$ cat src/rtl/rom_read_arbiter.sv
// Round-robin arbiter giving two clients shared read access to a dual-port ROM
// with registered outputs; one read is in flight at a time, four cycles per read.
module rom_read_arbiter #(
  parameter int ADDR_W = 3,
  parameter int DATA_W = 4
) (
  input  logic              clk,
  input  logic              rst_n,
  input  logic              req_a,
  input  logic [ADDR_W-1:0] addr_in_a,
  output logic              gnt_a,
  output logic [DATA_W-1:0] rdata_a,
  output logic              rvalid_a,
  input  logic              req_b,
  input  logic [ADDR_W-1:0] addr_in_b,
  output logic              gnt_b,
  output logic [DATA_W-1:0] rdata_b,
  output logic              rvalid_b,
  output logic              busy,
  output logic              ena,
  output logic              enb,
  output logic [ADDR_W-1:0] addra,
  output logic [ADDR_W-1:0] addrb,
  input  logic [DATA_W-1:0] data_outa,
  input  logic [DATA_W-1:0] data_outb,
  output logic [1:0]        dbg_state
);

  // Handshake: a client holds req high until its one-cycle gnt; req is only
  // looked at in IDLE, and rvalid pulses once, two cycles after gnt.
  typedef enum logic [1:0] {IDLE, ISSUE, CAPT, RESP} state_t;

  state_t state_q, state_d;
  logic   sel_q, sel_d;   // client being served: 0 = A, 1 = B
  logic   ptr_q, ptr_d;   // client favoured on a tie: 0 = A, 1 = B

  always_ff @(posedge clk or negedge rst_n) begin
    if (!rst_n) begin
      state_q <= IDLE;
      sel_q   <= 1'b0;
      ptr_q   <= 1'b0;
    end else begin
      state_q <= state_d;
      sel_q   <= sel_d;
      ptr_q   <= ptr_d;
    end
  end

  always_comb begin
    state_d = state_q;
    sel_d   = sel_q;
    ptr_d   = ptr_q;
    case (state_q)
      IDLE: begin
        if (req_a || req_b) begin
          sel_d   = (req_a && req_b) ? ptr_q : req_b;
          ptr_d   = ~sel_d;
          state_d = ISSUE;
        end
      end
      ISSUE:   state_d = CAPT;
      CAPT:    state_d = RESP;
      RESP:    state_d = IDLE;
      default: state_d = IDLE;
    endcase
  end

  // Address captured once, on the acceptance edge; ROM data captured in CAPT.
  always_ff @(posedge clk or negedge rst_n) begin
    if (!rst_n) begin
      addra   <= '0;
      addrb   <= '0;
      rdata_a <= '0;
      rdata_b <= '0;
    end else begin
      if (state_q == IDLE && state_d == ISSUE) begin
        if (sel_d) addrb <= addr_in_b;
        else       addra <= addr_in_a;
      end
      if (state_q == CAPT) begin
        if (sel_q) rdata_b <= data_outb;
        else       rdata_a <= data_outa;
      end
    end
  end

  always_comb begin
    gnt_a     = (state_q == ISSUE) && !sel_q;
    gnt_b     = (state_q == ISSUE) &&  sel_q;
    ena       = gnt_a;
    enb       = gnt_b;
    rvalid_a  = (state_q == RESP) && !sel_q;
    rvalid_b  = (state_q == RESP) &&  sel_q;
    busy      = (state_q != IDLE);
    dbg_state = state_q;
  end

endmodule

$ cat config.mk
export PLATFORM = sky130hd
export DESIGN_NAME = rom_read_arbiter
export DESIGN_NICKNAME = d
export VERILOG_FILES = /design/src/rtl/rom_read_arbiter.sv
export SDC_FILE = /design/constraint.sdc
export NUM_CORES = 1
export LEC_CHECK = 0
export CAP_MARGIN = 20
export CORE_MARGIN = 2
export CORE_UTILIZATION = 35
export CTS_CLUSTER_SIZE = 12
export DETAILED_ROUTE_END_ITERATION = 16
export GPL_ROUTABILITY_DRIVEN = 0
export HOLD_SLACK_MARGIN = 0.05
export PLACE_DENSITY_LB_ADDON = 0.2
export SLEW_MARGIN = 20
export SYNTH_ARGS = -nofsm -noshare
export SYNTH_HDL_FRONTEND = slang
export SYNTH_SLANG_ARGS = --single-unit
$ cat constraint.sdc
create_clock -name clk -period 4.87 [get_ports clk]
set_input_delay 0.974 -clock clk [delete_from_list [all_inputs] [get_ports clk]]
set_output_delay 0.974 -clock clk [all_outputs]
set_load 0.01 [all_outputs]
Yosys cells after proc, flatten, opt, wreduce, memory -nomap -nowiden
Index checks and enable logic that the tools add are counted.
{ "totals": {"reg_bits": 18, "latchBits": 0, "ramBits": 0, "mem_bits_ro": 0, "in_bits": 18, "output_inout_bits": 23, "wordCells": 34, "memories": 0} }
{ "op_classes": {"n_addsub": 0, "mul": 0, "n_div": 0, "order_cmp": 0, "n_eq_ne": 4, "shift": 0, "n_mux": 5, "bitwise_logic": 3, "reduce_logical": 15} }
{ "op_table": {"columns": ["operator", "count"], "rows": [
  ["AND reduction 2 bit", 5],
  ["case mux 2 bit (4 select lines)", 1],
  ["logical AND 1 bit", 6],
  ["== test 2 x 1 -> 1 bit (second input constant)", 2],
  ["== test 2 bit (second input constant)", 2],
  ["two-way mux 1 bit", 3],
  ["NOT 1 bit", 3],
  ["logical NOT 2 bit", 1],
  ["two-way mux 2 bit", 1],
  ["nonzero test 2 bit", 1],
  ["logical NOT 1 bit", 1],
  ["logical OR 1 bit", 1]
]} }

Longest topological paths before layout
{ "depth": {"word_depth": 6, "ltp_mapped": 6, "mapped_depth_nobuf": 6} }

Worst setup path before layout
OpenSTA, ideal clock, no wires.
{ "synth_path": {"kind": "reg2out", "startpoint": "reg state_q[1] (netlist: dbg_state[1])", "endpoint": "out gnt_a", "t_arrival_ns": 1.055, "t_required_ns": 3.896, "path_slack_ns": 2.841, "path_stages_with_launch": 5, "path_buffers": 1, "path_cell_list": "dfrtp_1 inv_1 ha_1 nor2b_1 buf_4"} }
{ "synth_between": {"elab_chain_cells": 2} }
{ "synth_rtl": {"columns": ["element", "line", "source"], "rows": [
  ["from (decl)", "33", "state_t state_q, state_d;"],
  ["from (signal assigned)", "43", "state_q <= state_d;"],
  ["== test 2 x 1 -> 1 bit", "88", "gnt_a = (state_q == ISSUE) && !sel_q;"],
  ["logical AND 1 bit", "88", null],
  ["to (decl)", "11", "output logic gnt_a,"]
]} }
Every way passes these cells.

Worst setup path after layout
{ "layout_path": {"startpoint": "reg state_q[0] (netlist: dbg_state[0])", "endpoint": "out busy"} }
{ "layout_between": {"elab_chain_cells": 1} }
{ "layout_rtl": {"columns": ["element", "line", "source"], "rows": [
  ["nonzero test 2 bit", "94", "busy = (state_q != IDLE);"],
  ["to (decl)", "19", "output logic busy,"]
]} }
Every way passes these cells.

==> out/metrics.yaml <==
drt:
  drt-initial-drc-count: 3
  vias: 575
  viasPerCell: 4.53
  routedWlPerCell_um: 12.0
  drc_errors: 0
  dr.pass1.iters: 2
  postRouteAntennaNets: 0
  wirelength_um: 1520
min_path:
  hold_start: "addrb[2]$_DFFE_PN0P_"
  min_path_type: "reg2reg"
  hold_depth: 1
  hold-path-endpoint: "addrb[2]$_DFFE_PN0P_"
sta:
  finalSetupViolCount: 0
  tightest_slew_ps: 794
  slew-limit-headroom_pct: 46.9
  setup_ws_ps: 2170
  finalSetupTns_ps: 0
  drv_slew: 0
  worst_clock_skew_ps: 4.03
  fmax_mhz: 371
  rsz0062_at_grt: "no"
  post-route-period-util_pct: 55.4
  hold_viol: 0
  finalCriticalPeriod_ps: 2700
die:
  dieArea_mm2: 0.00267
  die_y_um: 51.6
  io_pins: 41
  initial_core_util_pct: 36.6
  num_rows: 17
  die_w_um: 51.6
  design.core.area_mm2: 0.00217
worst_setup_path:
  worstPathMaxFanout: 7
  path_cells: "inv_1 > ha_1 > inv_2 > clkdlybuf4s50_1"
  cp.arrival_ps: 1720
  slowest_stage: "clkdlybuf4s50_1"
  cp-end-kind: "output pin"
  worstSetupPathType: "reg2out"
  critPathMaxStageDelay_ps: 530
  worstReg2RegEnd: "addra[0]$_DFFE_PN0P_"
  regToRegStartpoint: "dbg_state[0]$_DFF_PN0_"
  ff2ff_path_depth: 6
  r2r_slack_ps: 3030
  startpoint_type: "register"
  required_ps: 3900
cells_and_area:
  postLayoutCellArea_mm2: 0.00124
  synthToLayoutAreaGrowth_pct: 55.7
  num-fill-cells: 209
  drive_gt1_share_pct: 17.2
  nets: 123
  final_cell_mix: "clkdlybuf4s50_1, dfrtp_1, mux2_2, mux2_1, ha_1"
  final_common_cell: "clkdlybuf4s50_1"
  antenna_cells: 0
placement:
  portBuffers: 40
  place_area_mm2: 0.00121
  dp_slack_ps: 2380
  hpwl_um: 1190
clock_tree:
  ctsResizeCount: 0
  cts_max_level: 1
  clkTransAtPathRegs_ps: 100
  clockBufferDepth: 2
  root_buffer: "clkbuf_4"
  cts_sinks: 18
  cts_tree: "yes"
  postCtsSetupBuffers: 0
  clk_latency_ps: 280
  cts_buffers: 3
  ctsHoldBuffers: 0
synthesis:
  ys_warn_count: 0
  avgSynthCellArea_um2: 13.7
  syn-num-nets: 80
  ys_types: 19
  ys_seq_elements: 18
  synth.area.top_cells: "dfrtp_1, mux2_2, mux2_1"
  yosysSeqAreaShare_pct: 56.7
  netlist_area_um2: 795
  synth_top_area_share_pct: 56.7
  synth_top_area_cell: "dfrtp_1"
  syn_inst: 58
pwr:
  ir_worst_vdd_mv: 0.318
  p_leak_uw: 0.000512
  p_switching_uw: 261
  combPwrFrac_pct: 55.0
  powerDensity_mw_per_mm2: 629
  swShare_pct: 33.6
  clkPwrFrac_pct: 9.2
  total_power_uw: 778
  seqPwrFrac_pct: 35.8
  power.internal_uw: 517
global_route:
  grt_pass1_vias: 555
  grt_use_total_pct: 12.8
  grt_max_degree: 19
  grt_pass1_wl_um: 2510
  gr-total-overflow: 0
  grt_antenna_before_repair: 0
status:
  status: "complete, no violations"
run:
  drv_cap: 0
## cells by family after synthesis
kind of cell             count (synthesis)  share of synthesized area (%)
flip-flops                              18                           56.7
multiplexers                            14                           19.8
AND/OR/NAND/NOR                         12                           9.13
AO/OA/AOI/OAI                            5                           4.72
buffers and inverters                    5                           3.31
adder cells (fa/ha/maj)                  4                           6.30
## layout make-up
cell class | count | area (µm²) | area share [%]
clock buffers | 3 | 22.5 | 1.82
inverters | 3 | 11.3 | 0.910
flip-flops and latches | 18 | 450 | 36.4
well taps | 28 | 35.0 | 2.83
repair buffers | 40 | 400 | 32.4
multi-input cells | 35 | 318 | 25.7
## metrics by stage
| step | cells | hold slack (ps) | util, % |
|---|---|---|---|
| after CTS | 127 | 503 | 57.0 |
| final | 127 | 498 | 57.0 |
| after global routing | 127 | 512 | 57.0 |
| after floorplan | 58 | 460 | - |
| after detailed placement | 124 | 481 | 56.0 |
| after global placement | 124 | 476 | 56.0 |
## power by group through the flow
stage,sequential [µW],clock [µW],combinational [µW]
CTS,280,75.5,436
finish,278,72.0,428
global placement,280,0,427
floorplan,308,0,184
detailed placement,282,0,433
global route,291,80.2,463
## synth_stat cells (all sizes together)
cell type  instances
a21oi              3
a31oi              2
and2               2
buf                2
dfrtp             18
ha                 4
inv                3
mux2              14
nand2              3
nor2               1
nor2b              4
nor3               2
## critical path, delay by kind of cell (launching register included)
family / cells / cell delay [ps]
flops: 1 / 430
fa+ha+maj: 1 / 300
buf+inv: 3 / 710
## how the worst max path moves through the flow
stage | startpoint | end | slack, ps
after floorplan | dbg_state[1]$_DFF_PN0_ | gnt_a | 2840
after global placement | req_b | addra[0]$_DFFE_PN0P_ | 2430
after global routing | dbg_state[0]$_DFF_PN0_ | busy | 2080
after detailed placement | req_b | addra[0]$_DFFE_PN0P_ | 2380
after CTS | dbg_state[0]$_DFF_PN0_ | busy | 2150
final | dbg_state[0]$_DFF_PN0_ | busy | 2170
## sequential cells by signal, summed over array words and instances, names as in the netlist
name,flops
addra,3
addrb,3
dbg_state,2
ptr_q,1
rdata_a,4
rdata_b,4
sel_q,1
## routing by layer
layer / global-route usage [%] / wire [µm] / up-vias
met5: 0 / 0 / -
met4: 5.26 / 12 / 0
met3: 3.16 / 112 / 2
met2: 18.6 / 679 / 24
met1: 18.1 / 719 / 267
li1: - / - / 282
No activity file was read; power rests on OpenSTA's default activity.
